[src/rtl/pipe_hazard_ctrl_pkg.sv]
// Shared types and constants for the pipeline hazard sequencer.
// Imported by the interface, the match unit and the controller.
package pipe_pkg;

  typedef enum logic [1:0] {
    RUN,
    STALL,
    MEM_WAIT
  } state_t;

  localparam logic [4:0] REG_ZERO = 5'd0;

  localparam logic [1:0] NO_STALL = 2'd0;
  localparam logic [1:0] STALL_1  = 2'd1;
  localparam logic [1:0] STALL_2  = 2'd2;

endpackage

[src/rtl/pipe_hazard_ctrl_if.sv]
// Signal bundle between the ID/EX/MEM datapath and the hazard sequencer.
// slave = the sequencer, master = whoever drives the datapath side.
interface pipe_hazard_ctrl_if #(
  parameter int CNT_W = 32
);

  logic [4:0]       id_rs;
  logic [4:0]       id_rt;
  logic             id_uses_rt;
  logic             id_branch;
  logic             id_branch_taken;
  logic             id_jump;
  logic             ex_regwrite;
  logic             ex_memread;
  logic [4:0]       ex_dst;
  logic             mem_access;
  logic             dmem_ready;

  logic             pc_en;
  logic             ifid_en;
  logic             idex_en;
  logic             exmem_en;
  logic             ifid_flush;
  logic             idex_flush;
  logic             memwb_bubble;
  logic             dmem_req;
  logic             mem_err;
  logic [CNT_W-1:0] stall_cycles;

  modport master (
    output id_rs, id_rt, id_uses_rt,
    output id_branch, id_branch_taken, id_jump,
    output ex_regwrite, ex_memread, ex_dst,
    output mem_access, dmem_ready,
    input  pc_en, ifid_en, idex_en, exmem_en,
    input  ifid_flush, idex_flush, memwb_bubble,
    input  dmem_req, mem_err, stall_cycles
  );

  modport slave (
    input  id_rs, id_rt, id_uses_rt,
    input  id_branch, id_branch_taken, id_jump,
    input  ex_regwrite, ex_memread, ex_dst,
    input  mem_access, dmem_ready,
    output pc_en, ifid_en, idex_en, exmem_en,
    output ifid_flush, idex_flush, memwb_bubble,
    output dmem_req, mem_err, stall_cycles
  );

endinterface

[src/rtl/pipe_hazard_ctrl_hazard_match.sv]
// Register-dependency check between the ID instruction and the EX result.
// Returns how many bubbles ID must wait before its operands are usable.
module hazard_match
  import pipe_pkg::*;
(
  input  logic [4:0] id_rs,
  input  logic [4:0] id_rt,
  input  logic       id_uses_rt,
  input  logic       id_branch,
  input  logic       ex_regwrite,
  input  logic       ex_memread,
  input  logic [4:0] ex_dst,
  output logic [1:0] need
);

  logic match;

  assign match = (ex_dst != REG_ZERO) &&
                 ((ex_dst == id_rs) ||
                  (id_uses_rt && ex_dst == id_rt));

  // Branches compare in ID, so even an ALU result is one cycle late.
  always_comb begin
    need = NO_STALL;
    if (match) begin
      if (id_branch && ex_memread)
        need = STALL_2;
      else if (id_branch && ex_regwrite)
        need = STALL_1;
      else if (!id_branch && ex_memread)
        need = STALL_1;
    end
  end

endmodule

[src/rtl/pipe_hazard_ctrl.sv]
// Stall/flush sequencer: data stalls, branch squash, dmem freeze.
// Also counts cycles in which the PC was held.
module pipe_hazard_ctrl
  import pipe_pkg::*;
#(
  parameter int CNT_W       = 32,
  parameter int MEM_TIMEOUT = 255,
  parameter int TO_W        = 8
) (
  input  logic               clk,
  input  logic               rst,
  pipe_hazard_ctrl_if.slave  bus
);

  localparam bit HAS_TO = (MEM_TIMEOUT != 0);
  localparam logic [TO_W-1:0] TO_LAST =
    TO_W'(MEM_TIMEOUT - 1);

  state_t           state;
  logic [1:0]       stall_left;
  logic             ret_stall;
  logic [TO_W-1:0]  wait_cnt;
  logic [CNT_W-1:0] stall_cycles;

  logic [1:0] need;
  logic       in_wait;
  logic       stall_mode;
  logic       req;
  logic       timeout;
  logic       freeze;
  logic       data_stall;
  logic       ctrl_flush;
  logic       pc_hold;

  hazard_match u_match (
    .id_rs       (bus.id_rs),
    .id_rt       (bus.id_rt),
    .id_uses_rt  (bus.id_uses_rt),
    .id_branch   (bus.id_branch),
    .ex_regwrite (bus.ex_regwrite),
    .ex_memread  (bus.ex_memread),
    .ex_dst      (bus.ex_dst),
    .need        (need)
  );

  // The completion cycle of a wait behaves as the state it returns to.
  assign in_wait    = (state == MEM_WAIT);
  assign stall_mode = (state == STALL) ||
                      (in_wait && ret_stall);
  assign req        = in_wait || bus.mem_access;
  assign timeout    = HAS_TO && in_wait &&
                      !bus.dmem_ready &&
                      (wait_cnt == TO_LAST);
  assign freeze     = req && !bus.dmem_ready && !timeout;
  assign data_stall = stall_mode || (need != NO_STALL);
  assign ctrl_flush = bus.id_jump ||
                      (bus.id_branch && bus.id_branch_taken);
  assign pc_hold    = freeze || data_stall;

  assign bus.stall_cycles = stall_cycles;

  // Enables and flushes: freeze beats data stall beats squash.
  always_comb begin
    bus.pc_en        = 1'b1;
    bus.ifid_en      = 1'b1;
    bus.idex_en      = 1'b1;
    bus.exmem_en     = 1'b1;
    bus.ifid_flush   = 1'b0;
    bus.idex_flush   = 1'b0;
    bus.memwb_bubble = 1'b0;
    bus.dmem_req     = req && !rst;
    bus.mem_err      = timeout && !rst;
    if (rst) begin
      bus.pc_en        = 1'b0;
      bus.ifid_en      = 1'b0;
      bus.idex_en      = 1'b0;
      bus.exmem_en     = 1'b0;
      bus.ifid_flush   = 1'b1;
      bus.idex_flush   = 1'b1;
      bus.memwb_bubble = 1'b1;
    end else if (freeze) begin
      bus.pc_en        = 1'b0;
      bus.ifid_en      = 1'b0;
      bus.idex_en      = 1'b0;
      bus.exmem_en     = 1'b0;
      bus.memwb_bubble = 1'b1;
    end else if (data_stall) begin
      bus.pc_en      = 1'b0;
      bus.ifid_en    = 1'b0;
      bus.idex_flush = 1'b1;
    end else if (ctrl_flush) begin
      bus.ifid_flush = 1'b1;
    end
  end

  // Sequencer state, wait timer and saturating stall counter.
  always_ff @(posedge clk) begin
    if (rst) begin
      state        <= RUN;
      stall_left   <= 2'd0;
      ret_stall    <= 1'b0;
      wait_cnt     <= '0;
      stall_cycles <= '0;
    end else begin
      if (in_wait)
        wait_cnt <= wait_cnt + 1'b1;
      if (freeze) begin
        if (!in_wait) begin
          state     <= MEM_WAIT;
          wait_cnt  <= '0;
          ret_stall <= (state == STALL);
        end
      end else if (stall_mode) begin
        ret_stall  <= 1'b0;
        stall_left <= stall_left - 2'd1;
        state      <= (stall_left > 2'd1) ? STALL : RUN;
      end else begin
        ret_stall <= 1'b0;
        if (need == STALL_2) begin
          state      <= STALL;
          stall_left <= 2'd1;
        end else begin
          state <= RUN;
        end
      end
      if (pc_hold && stall_cycles != '1)
        stall_cycles <= stall_cycles + 1'b1;
    end
  end

endmodule

[src/flat_wrapper.sv]
// flat-port wrapper written by rule: the top's interface ports become plain ports
module pipe_hazard_ctrl_flat import pipe_pkg::*;
#(
  parameter int CNT_W       = 32,
  parameter int MEM_TIMEOUT = 255,
  parameter int TO_W        = 8
)
  (clk, rst, bus_id_rs, bus_id_rt, bus_id_uses_rt, bus_id_branch, bus_id_branch_taken, bus_id_jump, bus_ex_regwrite, bus_ex_memread, bus_ex_dst, bus_mem_access, bus_dmem_ready, bus_pc_en, bus_ifid_en, bus_idex_en, bus_exmem_en, bus_ifid_flush, bus_idex_flush, bus_memwb_bubble, bus_dmem_req, bus_mem_err, bus_stall_cycles);
  pipe_hazard_ctrl_if #(.CNT_W(CNT_W)) bus_i ();
  input  logic clk;
  input  logic rst;
  input wire logic [$bits(bus_i.id_rs)-1:0] bus_id_rs;
  input wire logic [$bits(bus_i.id_rt)-1:0] bus_id_rt;
  input wire logic [$bits(bus_i.id_uses_rt)-1:0] bus_id_uses_rt;
  input wire logic [$bits(bus_i.id_branch)-1:0] bus_id_branch;
  input wire logic [$bits(bus_i.id_branch_taken)-1:0] bus_id_branch_taken;
  input wire logic [$bits(bus_i.id_jump)-1:0] bus_id_jump;
  input wire logic [$bits(bus_i.ex_regwrite)-1:0] bus_ex_regwrite;
  input wire logic [$bits(bus_i.ex_memread)-1:0] bus_ex_memread;
  input wire logic [$bits(bus_i.ex_dst)-1:0] bus_ex_dst;
  input wire logic [$bits(bus_i.mem_access)-1:0] bus_mem_access;
  input wire logic [$bits(bus_i.dmem_ready)-1:0] bus_dmem_ready;
  output wire logic [$bits(bus_i.pc_en)-1:0] bus_pc_en;
  output wire logic [$bits(bus_i.ifid_en)-1:0] bus_ifid_en;
  output wire logic [$bits(bus_i.idex_en)-1:0] bus_idex_en;
  output wire logic [$bits(bus_i.exmem_en)-1:0] bus_exmem_en;
  output wire logic [$bits(bus_i.ifid_flush)-1:0] bus_ifid_flush;
  output wire logic [$bits(bus_i.idex_flush)-1:0] bus_idex_flush;
  output wire logic [$bits(bus_i.memwb_bubble)-1:0] bus_memwb_bubble;
  output wire logic [$bits(bus_i.dmem_req)-1:0] bus_dmem_req;
  output wire logic [$bits(bus_i.mem_err)-1:0] bus_mem_err;
  output wire logic [$bits(bus_i.stall_cycles)-1:0] bus_stall_cycles;
  assign bus_i.id_rs = bus_id_rs;
  assign bus_i.id_rt = bus_id_rt;
  assign bus_i.id_uses_rt = bus_id_uses_rt;
  assign bus_i.id_branch = bus_id_branch;
  assign bus_i.id_branch_taken = bus_id_branch_taken;
  assign bus_i.id_jump = bus_id_jump;
  assign bus_i.ex_regwrite = bus_ex_regwrite;
  assign bus_i.ex_memread = bus_ex_memread;
  assign bus_i.ex_dst = bus_ex_dst;
  assign bus_i.mem_access = bus_mem_access;
  assign bus_i.dmem_ready = bus_dmem_ready;
  assign bus_pc_en = bus_i.pc_en;
  assign bus_ifid_en = bus_i.ifid_en;
  assign bus_idex_en = bus_i.idex_en;
  assign bus_exmem_en = bus_i.exmem_en;
  assign bus_ifid_flush = bus_i.ifid_flush;
  assign bus_idex_flush = bus_i.idex_flush;
  assign bus_memwb_bubble = bus_i.memwb_bubble;
  assign bus_dmem_req = bus_i.dmem_req;
  assign bus_mem_err = bus_i.mem_err;
  assign bus_stall_cycles = bus_i.stall_cycles;
  pipe_hazard_ctrl #(.CNT_W(CNT_W), .MEM_TIMEOUT(MEM_TIMEOUT), .TO_W(TO_W)) u_core (.clk(clk), .rst(rst), .bus(bus_i));
endmodule
[config.mk]
export PLATFORM = sky130hd
export DESIGN_NAME = pipe_hazard_ctrl_flat
export DESIGN_NICKNAME = d
export VERILOG_FILES = /design/src/rtl/pipe_hazard_ctrl_pkg.sv /design/src/rtl/pipe_hazard_ctrl_if.sv /design/src/rtl/pipe_hazard_ctrl_hazard_match.sv /design/src/rtl/pipe_hazard_ctrl.sv /design/src/flat_wrapper.sv
export SDC_FILE = /design/constraint.sdc
export NUM_CORES = 1
export LEC_CHECK = 0
export BUFFER_PORTS_ARGS = -buffer_cell sky130_fd_sc_hd__buf_2
export CORE_ASPECT_RATIO = 1.75
export CORE_UTILIZATION = 50
export DETAILED_ROUTE_END_ITERATION = 7
export GPL_ROUTABILITY_DRIVEN = 0
export HOLD_SLACK_MARGIN = 0.02
export PLACE_DENSITY = 0.76
export SLEW_MARGIN = 15
export SYNTH_ARGS = -nofsm -noshare
export SYNTH_HDL_FRONTEND = slang
export SYNTH_SLANG_ARGS = --single-unit
[constraint.sdc]
create_clock -name clk -period 2.8 [get_ports clk]
set_input_delay 0.42 -clock clk [delete_from_list [all_inputs] [get_ports clk]]
set_output_delay 0.42 -clock clk [all_outputs]
set_load 0.02 [all_outputs]
==> flow_metrics.tcl, run 1 <==
set metrics [dict create \
    grt_max_degree 59 \
    rsz0062_at_grt "false" \
    fin_skew_ps 9.200 \
    clkSinkCount 45 \
    cts_max_level 2 \
    coreArea_sq_um 5020 \
    tightest_slew_ps 783.0 \
    synthesis.nets 339 \
    layout-drive-gt1-share_pct 24.05 \
    post-route-period-util_pct 86.56 \
    dp_hpwl_mm 4.507 \
    cts.repair.resized 0 \
    num_rows 34 \
    ys_ff_latch 45 \
    end_kind "primary output" \
    setup_viol 0 \
    arrival_ps 2000 \
    detail_route.first_pass.iterations 6 \
    setup_tns_ps 0 \
    port_buffers 65 \
    fin_crit_ps 2424 \
    async_flop_share_pct 0 \
    cp_max_fo 9 \
    synthFlopType "dfxtp_1" \
    yosys.area.top_type "dfxtp_1" \
    drt-initial-drc-count 76 \
    cts.reportedPaths.clkPinSlew_ps 70 \
    violations "DRC" \
    status "finished, violations left" \
    fmax_mhz 412.6 \
    synth_top_area_share_pct 34.30 \
    die_y_microns 97.88 \
    drv_slew 0 \
    max_slew_margin_pct 47.35 \
    fp.dieW_microns 56.79 \
    die_area_sq_um 5558 \
    antenna_cells 0 \
    routedWlPerCell_microns 14.91 \
    seq_area_frac_synth_pct 34.30 \
    grt_pass1_vias 2462 \
    synth_edf_count 0 \
    setup_ws_ps 376.4 \
    yosys_warnings 0 \
    yosysMostFrequentCell "dfxtp_1" \
    synth_common_cells "dfxtp_1 (45), a21oi_1 (35), o31ai_1 (26), nand2_1 (24), or4_1 (23)" \
    clock_path_buffers 2 \
    cts_tree "yes" \
    synthesis.area_sq_um 2626 \
    syn_avg_cell_area_sq_um 8.499 \
    drv_cap 0 \
    power.total_mw 1.300 \
    drtAntennaViolNets 0 \
    via_per_inst 6.118 \
    ir_drop_v 0.0002928 \
    initial_core_util_pct 52.32 \
    grt_pass1_wl_mm 10.87 \
    hold_viol 0 \
    grt_usage_pct 23.86 \
    cts-root-buf "clkbuf_8" \
    p_leak_nw 1.197 \
    hold_buffers 0 \
    antenna_found_initial 0 \
    nNetsFinal 399 \
    power_density_nw_per_um2 420.5 \
    place_ws_ps 372.6 \
    post-cts-setup-buffer-count 0 \
    ys_top_cells_by_area "dfxtp_1 (34%), o31ai_1 (7.4%), a21oi_1 (6.7%)" \
    syn-instance-count 309 \
    syn_to_final_growth_pct 17.67 \
    setup.worst_path.start_class "register" \
    cts-buffers-inserted 5 \
    hp-class "in2reg" \
    cp.required_ps 2380 \
    drc_errors 13 \
    num_io_pins 66 \
    yosysUniqueCellTypes 46 \
    routed_wl_mm 6.320 \
    clock_latency_ps 300 \
    worstSetupPathType "reg2out" \
    overflow 0 \
    vias 2594 \
]
## final cells by class
cell class | count | area (sq um)
flip-flops and latches | 45 | 900.9
multi-input cells | 239 | 1577
clock inverters | 1 | 30.03
clock buffers | 7 | 86.33
fillers | 462 | 1929
repair buffers | 73 | 410.4
well taps | 54 | 67.56
inverters | 5 | 18.77
## critical path: stages (launching register included)
cell and delay (ps):
dfxtp_1 320, nor2b_1 140, buf_4 170, a21oi_1 470, nand2_1 160, o31ai_1 250, buf_2 200
## routing by layer
| metal | global-route usage [%] | wire [microns] | part of all wire (%) | vias to the layer above |
|---|---|---|---|---|
| li1 | - | - | - | 1298 |
| met1 | 24.67 | 2536 | 40 | 1231 |
| met2 | 46.06 | 3444 | 54 | 58 |
| met3 | 3.576 | 251 | 4.0 | 7 |
| met4 | 9.944 | 87 | 1.4 | 0 |
| met5 | 0 | 0 | 0 | - |
## layout by cell type (no fill, tap or decap), types with 2 or more instances in the layout
| cell type | count |
|---|---|
| nand2_1 | 24 |
| buf_4 | 6 |
| o21ai_1 | 2 |
| or4b_1 | 2 |
| xor2_1 | 7 |
| and4_1 | 7 |
| nand4_1 | 14 |
| or4_1 | 23 |
| mux2_4 | 2 |
| o41ai_1 | 2 |
| ha_1 | 5 |
| nand3_1 | 13 |
| o31ai_1 | 26 |
| or3_1 | 3 |
| buf_2 | 65 |
| buf_12 | 2 |
| and3_1 | 4 |
| nand3b_1 | 2 |
| dfxtp_1 | 45 |
| mux2_1 | 2 |
| nor4_1 | 4 |
| nor3_1 | 3 |
| xnor2_1 | 9 |
| nor2b_1 | 6 |
| inv_1 | 5 |
| o21ai_0 | 4 |
| clkbuf_8 | 6 |
| and2_1 | 4 |
| nor2_1 | 22 |
| a21oi_1 | 35 |
## worst paths after layout
check	depth (start not counted)	slack, ps	to	startpoint
min reg2reg	2	480	u_core.stall_left[1]$_SDFFE_PP0P_	u_core.stall_left[1]$_SDFFE_PP0P_
max reg2reg	9	390	u_core.bus.stall_cycles[17]$_SDFFE_PP0P_	u_core.wait_cnt[0]$_SDFF_PP0_
max	6	380	bus_ifid_flush	u_core.state[1]$_SDFFE_PP0P_
min	2	340	u_core.ret_stall$_SDFFE_PP0N_	bus_dmem_ready
## stage by stage
step | utilization (%) | instance area (sq um) | instances | hold slack (ps)
after CTS | 61.57 | 3090 | 424 | 330.7
after detailed placement | 59.25 | 2974 | 416 | 479.4
after floorplan | - | 2626 | 309 | 457.1
final | 61.57 | 3090 | 424 | 338.1
after global routing | 61.57 | 3090 | 424 | 341.4
after global placement | 59.25 | 2974 | 416 | 469.9
## sequential cells by signal, indices dropped and copies added, names as in the netlist
register,cells
u_core.bus.stall_cycles,32
u_core.wait_cnt,8
u_core.stall_left,2
u_core.state,2
u_core.ret_stall,1
## power breakdown
part | switching [mW] | internal, mW
Sequential | 0.00586 | 0.644
Combinational | 0.0898 | 0.0534
Clock | 0.216 | 0.291
## cells by family after synthesis
logic type	after synthesis	share of synthesized area [%]
AO/OA/AOI/OAI	77	19.44
XOR/XNOR	16	5.336
adder cells (fa/ha/maj)	5	2.382
buffers and inverters	25	5.669
flip-flops	45	34.30
multiplexers	5	2.430
AND/OR/NAND/NOR	136	30.44
No activity file was read; power rests on OpenSTA's default activity.
==> inputs of run 2 (changes only) <==
--- a/config.mk
+++ b/config.mk
@@ -15,4 +15,5 @@
 export SLEW_MARGIN = 15
 export SYNTH_ARGS = -nofsm -noshare
 export SYNTH_HDL_FRONTEND = slang
+export SYNTH_HIERARCHICAL = 1
 export SYNTH_SLANG_ARGS = --single-unit
==> flow_metrics.tcl, run 2 <==
set metrics [dict create \
    synthFlopType "dfxtp_1" \
    synthesis.area_sq_um 2648 \
    cts_max_level 2 \
    antenna_found_initial 0 \
    clkSinkCount 45 \
    drtAntennaViolNets 0 \
    drc_errors 8 \
    grt_pass1_vias 2312 \
    place_area_sq_um 2970 \
    place_ws_ps 78.22 \
    synth_top_area_share_pct 34.03 \
    rsz0062_at_grt "false" \
    setup_ws_ps 365.7 \
    end_kind "primary output" \
    synth_edf_count 0 \
    critPathMaxStageDelay_ps 420 \
    layout_common_cells "buf_2 (65), dfxtp_1 (45), a21oi_1 (31), nor2_1 (29), or4_1 (24)" \
    ys_ff_latch 45 \
    setup_viol 0 \
    violations "DRC" \
    power.total_mw 1.181 \
    arrival_ps 2010 \
    yosys_warnings 6 \
    clock_path_buffers 2 \
    setup_tns_ps 0 \
    power_density_nw_per_um2 386.4 \
    yosys.area.top_type "dfxtp_1" \
    syn_avg_cell_area_sq_um 8.459 \
    layout-drive-gt1-share_pct 25.34 \
    internal_power_uw 889.4 \
    fill_cells 475 \
    grt_pass1_wl_mm 10.32 \
    cpMostUsedCell "nor2_1" \
    switchingPower_uw 291.9 \
    hp-class "reg2reg" \
    path_cells "ha_1 > nand2_1 > nor3_1 > nor2_1 > nor2_1 > inv_1 > nor2_1 > buf_2" \
    nNetsFinal 401 \
    clock_latency_ps 290 \
    cts-buffers-inserted 5 \
    via_per_inst 6.016 \
    overflow 0 \
    detail_route.first_pass.iterations 6 \
    grt_usage_pct 22.84 \
    hold_buffers 0 \
    comb_power_share_pct 11.4 \
    antenna_cells 0 \
    coreArea_sq_um 5020 \
    port_buffers 65 \
    routed_wl_mm 6.165 \
    max_slew_margin_pct 64.12 \
    cts.repair.resized 0 \
    cp_max_fo 6 \
    num_rows 34 \
    die_area_sq_um 5601 \
    syn-instance-count 313 \
    final_area_sq_um 3057 \
    setup.worst_path.start_class "register" \
    yosysMostFrequentCell "dfxtp_1" \
    p_seq_share_pct 55.1 \
    cp.required_ps 2380 \
    power.share.clock_pct 33.5 \
    cts.reportedPaths.clkPinSlew_ps 70 \
    regMostFlops "u_core/bus.stall_cycles" \
    status "finished, violations left" \
    grt_max_degree 60 \
    ys_top_cells_by_area "dfxtp_1 (34%), or4_1 (6.8%), o31ai_1 (6.5%)" \
    drt-initial-drc-count 106 \
    cts-root-buf "clkbuf_8" \
    largest_reg_flops 32 \
    vias 2557 \
    hold_viol 0 \
    layout_commonest_cell "buf_2" \
    dp_cells 418 \
    initial_core_util_pct 52.74 \
    tightest_slew_ps 534.1 \
    synthesis.nets 343 \
    ir_drop_v 0.0002454 \
    worstSetupPathType "reg2out" \
    dp_hpwl_mm 4.660 \
    yosysUniqueCellTypes 52 \
    fmax_mhz 410.8 \
    die_y_microns 98.26 \
    post-route-period-util_pct 86.94 \
    hold_ws_ps 485.2 \
    finalNonFillerCells 425 \
    fin_skew_ps 8.449 \
    async_flop_share_pct 0 \
    drv_cap 0 \
    synth_common_cells "dfxtp_1 (45), a21oi_1 (31), nor2_1 (29), or4_1 (24), o31ai_1 (23)" \
    post-cts-setup-buffer-count 0 \
    slowest_stage "dfxtp_1" \
    cts_tree "yes" \
    seq_area_frac_synth_pct 34.03 \
    num_io_pins 66 \
    post-route-util_pct 60.89 \
    routedWlPerCell_microns 14.51 \
    syn_to_final_growth_pct 15.45 \
    switching_share_pct 24.71 \
    top_regs "u_core/bus.stall_cycles (32), u_core/wait_cnt (8)" \
    fin_crit_ps 2434 \
    p_leak_nw 1.184 \
    fp.dieW_microns 57.01 \
    drv_slew 0 \
]
## run 2: cell count changes in the layout (fill, tap and decap cells not counted), sizes merged, moves of 3 or more
cell and change:
inv +3, buf -4, xnor2 -8, nor2 +6, and4 -4, nand2 -6, xor2 +8, nand4 -4
nor3 +5, nand3 +3, a21oi -4
## run 2: critical path: cells and delay by family, from the launching register on
| kind | cells | cell delay (ps) |
|---|---|---|
| buffers and inverters | 2 | 260 |
| adders and majority gates | 1 | 180 |
| and+or+nand+nor | 5 | 870 |
| DFF | 1 | 420 |
## run 2: kinds of logic after synthesis
kind of cell	after synthesis	share of synthesized area, %
adders and majority gates	5	2.363
muxes	5	2.221
AOI/OAI and AO/OA	73	18.53
buffers and inverters	26	5.387
xor gates and xnor gates	16	5.293
DFF	45	34.03
and+or+nand+nor	143	32.18
## run 2: area by class of cell
class,count,area (sq um),share of cell area [%]
well taps,54,67.56,2.210
multi-input cells,242,1604,52.48
repair buffers,69,367.9,12.03
flip-flops and latches,45,900.9,29.47
clock buffers,7,86.33,2.824
inverters,8,30.03,0.9824
## run 2: path summary, 6_finish.rpt
path	slack, ps	start	cells past startpoint	endpoint
max	370	u_core/wait_cnt[1]$_SDFF_PP0_	8	bus_pc_en
min	490	u_core/stall_left[0]$_SDFFE_PP0P_	1	u_core/stall_left[0]$_SDFFE_PP0P_
max reg2reg	450	u_core/bus.stall_cycles[0]$_SDFFE_PP0P_	6	u_core/bus.stall_cycles[18]$_SDFFE_PP0P_
min reg2reg	490	u_core/stall_left[0]$_SDFFE_PP0P_	1	u_core/stall_left[0]$_SDFFE_PP0P_
## run 2: power groups by stage
stage / combinational (mW) / sequential (mW) / clock [mW]
after floorplan: 0.0861 / 0.667 / 0
after global placement: 0.132 / 0.665 / 0
after detailed placement: 0.135 / 0.666 / 0
after CTS: 0.136 / 0.650 / 0.409
after global routing: 0.150 / 0.652 / 0.440
final: 0.135 / 0.651 / 0.396
## run 2: layer usage
metal	global-route usage [%]	up-vias	part of all wire, %
met4	9.193	0	2.3
met3	3.444	15	4.2
li1	-	1281	-
met1	24.45	1183	38
met5	0	-	0
met2	43.08	78	56
